$ cat config.mk
export PLATFORM = sky130hd
export DESIGN_NAME = dpbram_capture_writer
export DESIGN_NICKNAME = d
export VERILOG_FILES = /design/src/rtl/dpbram_capture_writer_pkg.sv /design/src/rtl/dpbram_capture_writer_ring_ptr.sv /design/src/rtl/dpbram_capture_writer.sv
export SDC_FILE = /design/constraint.sdc
export NUM_CORES = 1
export LEC_CHECK = 0
export ABC_CLOCK_PERIOD_IN_PS = 6680
export BUFFER_PORTS_ARGS = -buffer_cell sky130_fd_sc_hd__buf_2
export CORE_UTILIZATION = 50
export CTS_CLUSTER_DIAMETER = 120
export DETAILED_ROUTE_END_ITERATION = 7
export GPL_TIMING_DRIVEN = 0
export HOLD_SLACK_MARGIN = 0.06
export PLACE_DENSITY = 0.71
export SETUP_SLACK_MARGIN = 0.4
export SLEW_MARGIN = 0
export SYNTH_ARGS = -nofsm -noshare
export SYNTH_HDL_FRONTEND = slang
export SYNTH_HIERARCHICAL = 1
export SYNTH_SLANG_ARGS = --single-unit
$ cat constraint.sdc
create_clock -name i_clk -period 6.68 [get_ports i_clk]
set_input_delay 0 -clock i_clk [delete_from_list [all_inputs] [get_ports i_clk]]
set_output_delay 0 -clock i_clk [all_outputs]
set_load 0.1 [all_outputs]
$ cat src/rtl/dpbram_capture_writer_pkg.sv
// ---------------------------------------------------------------------------
// dpbram_capture_writer_pkg
//
// Shared definitions for the capture writer and the readout logic that reads
// the ring buffer back out of the dual-port RAM.
//   - cap_state_t : capture controller state encoding
//   - mod_inc     : ring-buffer increment with wrap at an arbitrary depth
//   - mod_sub     : ring-buffer subtraction modulo an arbitrary depth
// The depth does not have to be a power of two, so the ring arithmetic uses
// explicit compares instead of masking.
// ---------------------------------------------------------------------------
package dpbram_capture_writer_pkg;

   typedef enum logic [2:0] {
      ST_IDLE,
      ST_PRE,
      ST_WAIT_TRIG,
      ST_POST,
      ST_DONE
   } cap_state_t;

   // Next ring position after 'value'. The last slot (depth-1) wraps to 0.
   function automatic int unsigned mod_inc(input int unsigned value,
                                           input int unsigned depth);
      return (value >= depth - 1) ? 0 : value + 1;
   endfunction

   // (a - b) mod depth, with a < depth and b < depth. When b is larger than
   // a, the difference is taken by adding one full depth first.
   function automatic int unsigned mod_sub(input int unsigned a,
                                           input int unsigned b,
                                           input int unsigned depth);
      return (a >= b) ? (a - b) : (a + depth - b);
   endfunction

endpackage

$ cat src/rtl/dpbram_capture_writer_ring_ptr.sv
// ---------------------------------------------------------------------------
// dpbram_ring_ptr
//
// Write pointer for the capture ring buffer. Counts 0 .. RAM_DEPTH-1 and wraps
// back to 0. A load takes priority over an increment.
//
// Ports:
//   i_clk      : system clock
//   i_rst      : asynchronous active-low reset (pointer -> 0)
//   i_load     : load i_load_val into the pointer
//   i_load_val : value to load
//   i_inc      : advance the pointer by one slot, wrapping at RAM_DEPTH
//   o_ptr      : current pointer value
// ---------------------------------------------------------------------------
module dpbram_ring_ptr
   import dpbram_capture_writer_pkg::*;
#(
   parameter  int RAM_DEPTH = 1000,
   localparam int AW        = $clog2(RAM_DEPTH)
) (
   input  logic          i_clk,
   input  logic          i_rst,
   input  logic          i_load,
   input  logic [AW-1:0] i_load_val,
   input  logic          i_inc,
   output logic [AW-1:0] o_ptr
);

   always_ff @(posedge i_clk or negedge i_rst) begin
      if (!i_rst) begin
         o_ptr <= '0;
      end else if (i_load) begin
         o_ptr <= i_load_val;
      end else if (i_inc) begin
         o_ptr <= AW'(mod_inc(32'(o_ptr), RAM_DEPTH));
      end
   end

endmodule

$ cat src/rtl/dpbram_capture_writer.sv
// ---------------------------------------------------------------------------
// dpbram_capture_writer
//
// Trigger-qualified waveform capture controller driving the write port of a
// single-clock dual-port block RAM used as a ring buffer. After an arm it
// writes a programmable number of pre-trigger samples, keeps overwriting the
// ring while waiting for a trigger, then fills the remaining depth with
// post-trigger samples and freezes. When done it reports the trigger address
// and the address of the oldest captured sample.
//
// Configuration macro:
//   TRIG_EDGE_EN : when defined, i_trig is registered and only a 0->1
//                  transition counts as a trigger (one extra cycle of
//                  latency). When undefined, i_trig is level sensitive.
//
// Ports:
//   i_clk, i_rst        : clock, asynchronous active-low reset
//   i_arm               : start a capture (accepted in IDLE or DONE)
//   i_abort             : return to IDLE from any state (highest priority)
//   i_pre_cnt           : pre-trigger sample count, clamped to RAM_DEPTH-1
//   i_trig              : trigger input
//   i_sample_valid/data : sample stream
//   o_bram_addr/ce/we/din : RAM write port, one cycle after sample accept
//   o_busy              : capture in progress (PRE, WAIT_TRIG, POST)
//   o_done              : capture complete, addresses valid
//   o_start_addr        : address of the oldest captured sample
//   o_trig_addr         : address of the trigger sample
// ---------------------------------------------------------------------------
module dpbram_capture_writer
   import dpbram_capture_writer_pkg::*;
#(
   parameter  int DWIDTH    = 16,
   parameter  int RAM_DEPTH = 1000,
   localparam int AW        = $clog2(RAM_DEPTH)
) (
   input  logic              i_clk,
   input  logic              i_rst,
   input  logic              i_arm,
   input  logic              i_abort,
   input  logic [AW-1:0]     i_pre_cnt,
   input  logic              i_trig,
   input  logic              i_sample_valid,
   input  logic [DWIDTH-1:0] i_sample_data,
   output logic [AW-1:0]     o_bram_addr,
   output logic              o_bram_ce,
   output logic              o_bram_we,
   output logic [DWIDTH-1:0] o_bram_din,
   output logic              o_busy,
   output logic              o_done,
   output logic [AW-1:0]     o_start_addr,
   output logic [AW-1:0]     o_trig_addr
);

   // Sample counter must be able to hold RAM_DEPTH itself (a full post run).
   localparam int CW = $clog2(RAM_DEPTH + 1);

   cap_state_t    state;
   logic [AW-1:0] pre_target;
   logic [CW-1:0] post_target;
   logic [CW-1:0] cnt;
   logic [CW-1:0] cnt_next;
   logic          pending;
   logic [AW-1:0] wr_ptr;
   logic [AW-1:0] pre_clamped;
   logic [CW-1:0] post_target_next;
   logic          busy_state;
   logic          arm_ok;
   logic          wr_accept;
   logic          trig_event;
   logic          trig_take;

`ifdef TRIG_EDGE_EN
   // Edge-qualified trigger: the registered input is compared against its
   // own previous value, so a trigger held high across an arm never fires
   // until it drops and rises again.
   logic trig_q;
   logic trig_q2;

   always_ff @(posedge i_clk or negedge i_rst) begin
      if (!i_rst) begin
         trig_q  <= 1'b0;
         trig_q2 <= 1'b0;
      end else begin
         trig_q  <= i_trig;
         trig_q2 <= trig_q;
      end
   end

   assign trig_event = trig_q & ~trig_q2;
`else
   assign trig_event = i_trig;
`endif

   // Requests larger than the ring would leave no room for the trigger
   // sample, so they are clamped to RAM_DEPTH-1.
   assign pre_clamped      = (32'(i_pre_cnt) >= 32'(RAM_DEPTH)) ? AW'(RAM_DEPTH - 1) : i_pre_cnt;
   assign post_target_next = CW'(RAM_DEPTH) - CW'(pre_clamped);

   assign busy_state = (state == ST_PRE) || (state == ST_WAIT_TRIG) || (state == ST_POST);
   assign arm_ok     = i_arm && !i_abort && ((state == ST_IDLE) || (state == ST_DONE));
   assign wr_accept  = i_sample_valid && !i_abort && busy_state;
   assign cnt_next   = cnt + CW'(1);

   // The trigger sample is the first valid sample seen while a trigger is
   // pending or arriving in the same cycle.
   assign trig_take = (state == ST_WAIT_TRIG) && wr_accept && (pending || trig_event);

   dpbram_ring_ptr #(
      .RAM_DEPTH (RAM_DEPTH)
   ) u_ring_ptr (
      .i_clk      (i_clk),
      .i_rst      (i_rst),
      .i_load     (arm_ok),
      .i_load_val ('0),
      .i_inc      (wr_accept),
      .o_ptr      (wr_ptr)
   );

   // Capture FSM plus registered RAM write port. Every accepted sample is
   // presented on the write port for exactly the following cycle. o_done is
   // set one cycle after entering DONE so that it rises only after the last
   // post-trigger write has been presented.
   always_ff @(posedge i_clk or negedge i_rst) begin
      if (!i_rst) begin
         state        <= ST_IDLE;
         pre_target   <= '0;
         post_target  <= '0;
         cnt          <= '0;
         pending      <= 1'b0;
         o_bram_addr  <= '0;
         o_bram_ce    <= 1'b0;
         o_bram_we    <= 1'b0;
         o_bram_din   <= '0;
         o_busy       <= 1'b0;
         o_done       <= 1'b0;
         o_start_addr <= '0;
         o_trig_addr  <= '0;
      end else begin
         o_bram_ce <= wr_accept;
         o_bram_we <= wr_accept;
         if (wr_accept) begin
            o_bram_addr <= wr_ptr;
            o_bram_din  <= i_sample_data;
         end

         if (i_abort) begin
            state   <= ST_IDLE;
            pending <= 1'b0;
            o_busy  <= 1'b0;
            o_done  <= 1'b0;
         end else begin
            case (state)
               ST_IDLE, ST_DONE: begin
                  if (state == ST_DONE) begin
                     o_done <= 1'b1;
                  end
                  if (arm_ok) begin
                     pre_target  <= pre_clamped;
                     post_target <= post_target_next;
                     cnt         <= '0;
                     pending     <= 1'b0;
                     o_busy      <= 1'b1;
                     o_done      <= 1'b0;
                     state       <= (pre_clamped == '0) ? ST_WAIT_TRIG : ST_PRE;
                  end
               end

               ST_PRE: begin
                  if (wr_accept) begin
                     cnt <= cnt_next;
                     if (cnt_next == CW'(pre_target)) begin
                        state <= ST_WAIT_TRIG;
                     end
                  end
               end

               ST_WAIT_TRIG: begin
                  if (trig_take) begin
                     o_trig_addr  <= wr_ptr;
                     o_start_addr <= AW'(mod_sub(32'(wr_ptr), 32'(pre_target), RAM_DEPTH));
                     pending      <= 1'b0;
                     cnt          <= CW'(1);
                     if (post_target == CW'(1)) begin
                        state  <= ST_DONE;
                        o_busy <= 1'b0;
                     end else begin
                        state <= ST_POST;
                     end
                  end else if (trig_event) begin
                     pending <= 1'b1;
                  end
               end

               ST_POST: begin
                  if (wr_accept) begin
                     cnt <= cnt_next;
                     if (cnt_next == post_target) begin
                        state  <= ST_DONE;
                        o_busy <= 1'b0;
                     end
                  end
               end

               default: begin
                  state  <= ST_IDLE;
                  o_busy <= 1'b0;
                  o_done <= 1'b0;
               end
            endcase
         end
      end
   end

endmodule

### After elaboration in Yosys (flattened, before gate mapping)

Cells that the tools add are included.

| operators by class | value |
|---|---|
| add/subtract/negate cells | 6 |
| multiply operators | 0 |
| div/mod/pow operators | 0 |
| magnitude comparators | 3 |
| equal/unequal tests | 21 |
| shift operators | 0 |
| muxes and demuxes | 35 |
| bitwise gates (word level) | 1 |
| reduce and logical (&&, ||, !) cells | 26 |

Operators by type and width:

| cell | number |
|---|---|
| 10-bit 2-to-1 mux | 8 |
| 10-bit case mux with 3 select lines | 1 |
| 3-bit 2-to-1 mux | 8 |
| 10-bit by 1-bit adder with 10-bit output, second input constant | 2 |
| 10-bit == test | 2 |
| 10-bit >= comparator, second input constant | 2 |
| 10-bit subtractor | 2 |
| 1-bit 2-to-1 mux | 13 |
| 3-bit inequality test, second input constant | 4 |
| 3-bit case mux with 4 select lines | 1 |
| 6-bit AND reduction | 2 |
| 10-bit adder, second input constant | 1 |
| 10-bit by 1-bit == test with 1-bit output, second input constant | 1 |
| 10-bit >= comparator | 1 |
| 10-bit zero test | 1 |
| 10-bit subtractor, first input constant | 1 |
| 3-bit by 2-bit inequality test with 1-bit output, second input constant | 3 |
| 3-bit AND reduction | 3 |
| 4-bit inequality test, second input constant | 2 |
| 3-bit by 2-bit == test with 1-bit output, second input constant | 2 |
| 1-bit logical AND | 6 |
| 2-bit inequality test, second input constant | 3 |
| 3-bit nonzero test | 2 |
| 5-bit AND reduction | 1 |
| other kinds (14) | 20 |

| storage, ports and cells | value |
|---|---|
| flip-flop bits (word level) | 93 |
| latch bits | 0 |
| RAM bits | 0 |
| memory bits (read-only) | 0 |
| input bits | 32 |
| output and inout port bits | 50 |
| logic and storage cells | 105 |
| memories kept | 0 |

### Longest topological paths before layout

Gate-level depths: netlist (run 1).

| logic depth | value |
|---|---|
| word-level depth | 9 |
| gate-level depth with buffers | 13 |
| depth with buffers taken out | 13 |

### Hierarchy

The synthesis (run 1) kept the hierarchy.

Modules (own cells, without submodules):

| module | instances | cells each | area each (um2) | sequential area each (um2) |
|---|---|---|---|---|
| dpbram_capture_writer | 1 | 591 | 5001.0 | 2052.0 |
| dpbram_ring_ptr | 1 | 69 | 631.9 | 250.2 |

### Worst setup path before layout (run 1)

Ideal clock, no wire load.

| timing path | value |
|---|---|
| path kind | flip-flop to flip-flop |
| from | reg cnt[0] |
| to | reg state[2] |
| setup time | 0.078 ns |
| data arrival time | 2.720 ns |
| required time | 6.602 ns |
| path slack | 3.882 ns |
| stages on the path, launching flop included | 11 |
| path buffers | 1 |
| clock period less this slack | 2.798 ns |
| cell sequence | dfrtp_1 -> ha_1 -> buf_6 -> xnor2_2 -> xnor2_1 -> or4_1 -> a2111oi_2 -> nand3_1 -> o31a_1 -> or3_1 -> a21oi_1 |

| between the ends | value |
|---|---|
| longest elaborated chain between the ends | 4 |
| elaborated cells between the ends (all ways) | 6 |
| those cells by class | 1 x add/sub; 4 x eq/ne; 1 x reduce/logical |

RTL lines:

| element | RTL line | source |
|---|---|---|
| from (decl) | dpbram_capture_writer.sv:60 | `logic [CW-1:0] cnt;` |
| from (signal assigned) | dpbram_capture_writer.sv:170 | `cnt <= cnt_next;` |
| from (signal assigned) | dpbram_capture_writer.sv:196 | `cnt <= cnt_next;` |
| 10-bit by 1-bit adder with 10-bit output * | dpbram_capture_writer.sv:102 | `assign cnt_next = cnt + CW'(1);` |
| 10-bit == test (on tied branches) | dpbram_capture_writer.sv:171, dpbram_capture_writer.sv:197 |  |
| 3-bit by 2-bit inequality test with 1-bit output (no source line) | -- |  |
| 6-bit AND reduction (no source line) * | -- |  |
| to (signal assigned) | dpbram_capture_writer.sv:164 | `state <= (pre_clamped == '0) ? ST_WAIT_TRIG : ST_PRE;` |
| to (decl) | dpbram_capture_writer.sv:57 | `cap_state_t state;` |

Every way passes the cells marked *; elsewhere a longest branch is shown, timed or not.
A chain may end at the register's enable or synchronous reset.

### Worst setup path after layout (run 1)

| timing path | value |
|---|---|
| from | reg state[0] |
| to | reg u_ring_ptr.o_ptr[8] |

| between the ends | value |
|---|---|
| longest elaborated chain between the ends | 5 |
| elaborated cells between the ends (all ways) | 12 |
| those cells by class | 4 x eq/ne; 1 x mux; 7 x reduce/logical |

RTL lines:

| element | RTL line | source |
|---|---|---|
| 3-bit by 1-bit == test with 1-bit output / 3-bit by 2-bit == test with 1-bit output (equally long branches) | dpbram_capture_writer.sv:99 | `assign busy_state = (state == ST_PRE) \|\| (state == ST_WAIT_TRIG) \|\| (state == ST_POST);` |
| 1-bit logical OR | dpbram_capture_writer.sv:99 |  |
| 1-bit logical OR * | dpbram_capture_writer.sv:99 |  |
| 1-bit logical AND * | dpbram_capture_writer.sv:101 | `assign wr_accept = i_sample_valid && !i_abort && busy_state;` |
| net wr_accept | dpbram_capture_writer.sv:68 | `logic wr_accept;` |
| 2-bit nonzero test (no source line) * | -- |  |
| to (signal assigned) | dpbram_capture_writer_ring_ptr.sv:33 | `o_ptr <= i_load_val;` |
| to (signal assigned) | dpbram_capture_writer_ring_ptr.sv:35 | `o_ptr <= AW'(mod_inc(32'(o_ptr), RAM_DEPTH));` |
| to (decl) | dpbram_capture_writer_ring_ptr.sv:26 | `output logic [AW-1:0] o_ptr` |

The timed path passes the listed nets; every way through them passes the cells marked *.

==> results of run 1 <==
critical path, stage by stage (launching register included):
cell	delay (ns)
dfrtp_1	0.35
clkbuf_1	0.27
nor2_1	0.15
or3_1	0.43
clkbuf_1	0.25
inv_1	0.12
clkbuf_1	0.35
clkbuf_1	0.50
buf_4	0.27
nand2_1	0.06
nor4_1	0.26
xnor2_1	0.10
o21ai_0	0.20
cell families after synthesis:
logic type	synth area share, %
AOI/OAI and AO/OA	16.3
xor gates and xnor gates	7.37
adders and majority gates	7.73
buffers and inverters	5.97
DFF	40.9
muxes	1.29
other	0.0666
and+or+nand+nor	20.4
layout by cell type, fill, tap and decap left out, types with 9 or more instances in the layout:
master | netlist | layout
dlygate4sd3_1 | 0 | 29
clkbuf_1 | 26 | 27
a21oi_1 | 24 | 24
xnor2_1 | 36 | 36
ha_1 | 26 | 26
conb_1 | 1 | 10
nand2_1 | 133 | 133
buf_2 | 5 | 84
dfrtp_1 | 92 | 92
nor3_1 | 15 | 15
nor2_1 | 46 | 46
inv_1 | 43 | 43
clkbuf_8 | 0 | 9
o21ai_0 | 67 | 67
stage by stage:
step | cell area [µm²] | std cells | hold slack, ns | setup slack (ns) | utilization [%]
6_report | 6770 | 935 | 0.0965 | 3.29 | 62.1
3_3_place_gp | 6240 | 889 | 0.190 | 3.39 | 57.3
4_1_cts | 6770 | 935 | 0.108 | 3.28 | 62.1
3_5_place_dp | 6270 | 890 | -0.0377 | 3.32 | 57.6
2_1_floorplan | 5670 | 669 | -0.296 | 3.88 | -
5_1_grt | 6770 | 935 | 0.139 | 2.97 | 62.1
worst max path at each step:
stage	startpoint	end	slack (ns)	cells past startpoint
floorplan	cnt[0]	state[2]	3.88	10
global placement	state[0]	u_ring_ptr/o_ptr[8]	3.39	12
detailed placement	state[0]	u_ring_ptr/o_ptr[8]	3.32	12
CTS	state[0]	u_ring_ptr/o_ptr[8]	3.28	12
global route	state[0]	u_ring_ptr/o_ptr[8]	2.97	12
finish	state[0]	u_ring_ptr/o_ptr[8]	3.29	12
per-layer routing:
layer | track usage, % | vias up | routed length, µm
li1 | - | 2506 | -
met1 | 37.4 | 2493 | 6770
met2 | 43.1 | 177 | 6960
met3 | 4.46 | 20 | 1070
met4 | 8.22 | 0 | 255
met5 | 0 | - | 0
cell type report:
cell class / instances / area (µm²)
fill: 945 / 4120
multi-input combinational: 497 / 3030
sequential: 92 / 2300
timing repair buffer: 110 / 721
tap: 140 / 175
buffer: 36 / 171
inverter: 44 / 165
clock buffer: 10 / 128
clock inverter: 6 / 76.3
state kept, by name (all words and copies together) (netlist names), 3 cells and up:
signal            count
pre_target           10
o_start_addr         10
o_bram_din           16
cnt                  10
o_trig_addr          10
state                 3
post_target           9
o_bram_addr          10
u_ring_ptr/o_ptr     10
==> results.toml, run 1 <==
[outcome]
status = "finished clean"

[worst_setup_path]
worstRegToRegCells = 12
arrival_ns = 3.67
cp-start-kind = "flip-flop"
reg2reg_from = "state[0]"
critPathRequiredTime_ns = 6.96
end_kind = "flip-flop"
r2r_slack_ns = 3.29
crit_type = "reg -> reg"
critPathMaxFanout = 12
r2r-end = "u_ring_ptr/o_ptr[8]"

[synth]
synthFlopType = "dfrtp_1"
synthesis.instances = 660
yosysTopAreaCell = "dfrtp_1"
synth_edf_count = 0
ys_types = 64
synth_most_common_cell = "nand2_1"
syn_area_mm2 = 0.00563
synth_commonest_cells = "nand2_1, dfrtp_1, o21ai_0, nor2_1, inv_1"
yosys-top-cells-area = "dfrtp_1, nand2_1, o21ai_0"
async_flop_share_pct = 100
synth_seq_area_share_pct = 40.9
ys_ff_latch = 92
syn_avg_cell_area_um2 = 8.53
yosysWarnings = 6
synth_top_area_share_pct = 40.9

[floorplanning]
die_h_um = 108
num_rows = 38
coreArea_mm2 = 0.0109
io_pins = 82
dieWidth_um = 108
start_util_pct = 51.7
die_area_mm2 = 0.0117

[clock_network]
clockRootBuffer = "clkbuf_8"
cts.clk_slew.worst_paths_ns = 0.11
h-tree-depth = 3
ctsLongestPathBuffers = 2
post_cts_buffers = 0
cts_sinks = 92
numCtsBuffers = 9
clk_latency_ns = 0.37
hold_buffers = 29
cts-resized-gates = 0
cts_tree = "yes"

[sta]
hold_viol = 0
rsz0062_at_grt = "false"
layout_min_cycle_time_ns = 3.39
max_slew.worst_pin.slew_ns = 1.42
slew-limit-headroom_pct = 4.14
report.final.slew_viol_count = 0
finClkSkew_ns = 0.0154
fmax_ghz = 0.295
setup_violations = 0
finalCritPeriodShare_pct = 50.8
fin_tns_setup_ns = 0

[route]
drc_errors = 0
post_drt_wl_per_cell_um = 16.1
viasPerCell = 5.56
first_iter_violations = 337
routed_wl_mm = 15.1
drtPass1Iterations = 5
vias = 5196
drtAntennaViolNets = 0

[final_layout]
nets = 853
antennaDiodeCount = 0
syn_to_final_growth_pct = 20.1
drive_gt1_share_pct = 14.6

[global_routing]
grt_pass1_vias = 4921
grt_usage_pct = 27.0
grt_pass1_wl_mm = 24.2
grt_antenna_before_repair = 0
grt.overflow.total = 0
grt_max_degree = 64

[run]
max-cap-violations = 0

[hold_path]
hp-class = "in -> async"

[place]
place_hpwl_mm = 11.2
portBuffers = 80
place.gp.congestion = 0.944
Power of run 1 is not shown: default switching activity piles up to over one toggle a cycle in this logic, so the estimate is an artifact.
==> run 2: changes to the inputs <==
--- a/config.mk
+++ b/config.mk
@@ -5,7 +5,8 @@
 export SDC_FILE = /design/constraint.sdc
 export NUM_CORES = 1
 export LEC_CHECK = 0
-export ABC_CLOCK_PERIOD_IN_PS = 6680
+export ABC_AREA = 1
+export ABC_CLOCK_PERIOD_IN_PS = 3500
 export BUFFER_PORTS_ARGS = -buffer_cell sky130_fd_sc_hd__buf_2
 export CORE_UTILIZATION = 50
 export CTS_CLUSTER_DIAMETER = 120
==> constraint.sdc (replaced) <==
create_clock -name i_clk -period 3.5 [get_ports i_clk]
set_input_delay 0 -clock i_clk [delete_from_list [all_inputs] [get_ports i_clk]]
set_output_delay 0 -clock i_clk [all_outputs]
set_load 0.1 [all_outputs]
==> results.toml, run 2 <==
[clock_network]
clockRootBuffer = "clkbuf_16"
cts_tree = "yes"
cts_sinks = 92
post_cts_buffers = 0
numCtsBuffers = 9
clk_latency_ns = 0.35
h-tree-depth = 3
cts.clk_slew.worst_paths_ns = 0.07
ctsLongestPathBuffers = 2

[floorplanning]
start_util_pct = 51.6
coreArea_mm2 = 0.0109
num_rows = 38
io_pins = 82
dieWidth_um = 108
die_area_mm2 = 0.0117
die_h_um = 108

[route]
vias = 5185
viasPerCell = 5.23
drtPass1Iterations = 5
post_drt_wl_per_cell_um = 14.1
routed-wl-met3_um = 646
drc_errors = 0
dr_wl_met2_mm = 6.70
drt-met1-wl_mm = 6.39
first_iter_violations = 249
routed_wl_mm = 14.0
top_layer_used = "met4"
drtAntennaViolNets = 0

[outcome]
status = "finished clean"

[worst_setup_path]
cp-start-kind = "flip-flop"
critPathRequiredTime_ns = 3.73
critPathTopFamily = "adder cells"
path_depth = 11
reg2reg_from = "pre_target[1]"
r2r-end = "o_start_addr[9]"
crit_path_top_delay_cell = "dfrtp_1"
crit_buf_inv = 1
crit_end = "o_start_addr[9]"
slowest_delay_ns = 0.48
worstRegToRegCells = 11
critPathLaunch = "pre_target[1]"
critPathMaxFanout = 4
arrival_ns = 2.85
r2r_slack_ns = 0.88
crit_chain = "inv_1 -> ha_1 -> ha_1 -> fa_1 -> a21oi_1 -> o21ai_0 -> nand4_1 -> and2_0 -> a21oi_1 -> o21ai_0 -> a31oi_1"
crit_type = "reg -> reg"
end_kind = "flip-flop"

[final_layout]
top_register = "o_bram_din"
syn_to_final_growth_pct = 22.3
nets = 909
fillers = 963
drive_gt1_share_pct = 17.9
final_cells = 991
largest_reg_flops = 16
antennaDiodeCount = 0
layout_commonest_cell = "nand2_1"
final_cell_mix = "nand2_1, inv_1, dfrtp_1"

[synth]
synth_edf_count = 0
syn_area_mm2 = 0.00564
synth_most_common_cell = "nand2_1"
yosysWarnings = 6
synth_top_area_share_pct = 40.8
ys_ff_latch = 92
yosysTopAreaCell = "dfrtp_1"
syn_avg_cell_area_um2 = 7.87
synthesis.instances = 716
async_flop_share_pct = 100
yosys-top-cells-area = "dfrtp_1, nand2_1, inv_1"
synthFlopType = "dfrtp_1"
synth_commonest_cells = "nand2_1, inv_1, dfrtp_1, nor2_1, nand3_1"
ys_types = 40
synth_seq_area_share_pct = 40.8

[sta]
fmax_ghz = 0.381
finalCritPeriodShare_pct = 75.0
hold_slack_ns = 0.103
finClkSkew_ns = 0.00474
report.final.slew_viol_count = 0
max_slew.worst_pin.slew_ns = 0.744
rsz0062_at_grt = "false"
slew-limit-headroom_pct = 50.4
hold_viol = 0
layout_min_cycle_time_ns = 2.62
worst_slack_ns = 0.876
setup_violations = 0
fin_tns_setup_ns = 0

[global_routing]
grt_max_degree = 58
grt.overflow.total = 0
grt_antenna_before_repair = 0
grt_usage_pct = 26.0
grt_pass1_vias = 5216
grt_pass1_wl_mm = 23.6

[place]
place_hpwl_mm = 10.8
place.gp.congestion = 0.913
placedCellCount = 946
portBuffers = 80
dp_slack_ns = 0.908

[hold_path]
hp-class = "in -> reg"

[run]
max-cap-violations = 0
run 2: through the flow:
stage               util, %  area (µm²)
CTS                    63.0        6890
global route           63.0        6890
finish                 63.0        6890
floorplan                 -        5670
global placement       57.1        6250
detailed placement     57.4        6280
run 2: timing repair:
item,in CTS,in global routing
hold endpoints to repair,73,0
gates resized for setup,0,0
hold buffers,29,0
run 2: cell families (layout without fill, tap and decap cells):
| group | Yosys count | in the layout | synth area share [%] |
|---|---|---|---|
| buf+inv | 115 | 241 | 8.01 |
| simple gates | 333 | 333 | 26.7 |
| flops | 92 | 92 | 40.8 |
| fa+ha+maj | 31 | 31 | 7.55 |
| mux | 17 | 17 | 3.40 |
| compound gates | 109 | 109 | 10.7 |
| xor+xnor | 18 | 18 | 2.80 |
| other cells | 1 | 10 | 0.0665 |
run 2: how the worst min path moves through the flow:
| stage | start | endpoint | depth (start not counted) |
|---|---|---|---|
| global route | i_trig | pending | 4 |
| finish | i_trig | pending | 4 |
| floorplan | i_rst | cnt[0] | 0 |
| global placement | i_sample_data[12] | o_bram_din[12] | 2 |
| detailed placement | i_rst | state[2] | 1 |
| CTS | i_trig | pending | 4 |
run 2: area by class of cell:
cell class / count / area (µm²) / share of cell area, %
flip-flops and latches: 92 / 2300 / 33.4
clock inverters: 6 / 87.6 / 1.27
plain buffers: 15 / 76.3 / 1.11
repair buffers: 110 / 721 / 10.5
clock buffers: 10 / 239 / 3.47
inverters: 100 / 375 / 5.44
multi-input cells: 518 / 2920 / 42.3
well taps: 140 / 175 / 2.54
run 2: tightest hold or removal path, delay by kind of cell:
family                 cells  cell delay (ns)
buffers and inverters      2             0.18
AO/OA/AOI/OAI              1             0.10
AND/OR/NAND/NOR            1             0.13
run 2: routing by layer:
metal / vias to the layer above / GRT usage, %
met2: 137 / 43.9
met3: 26 / 4.88
met1: 2449 / 34.0
li1: 2573 / -
met4: 0 / 7.63
met5: - / 0
Power of run 2 is left out for the same reason.
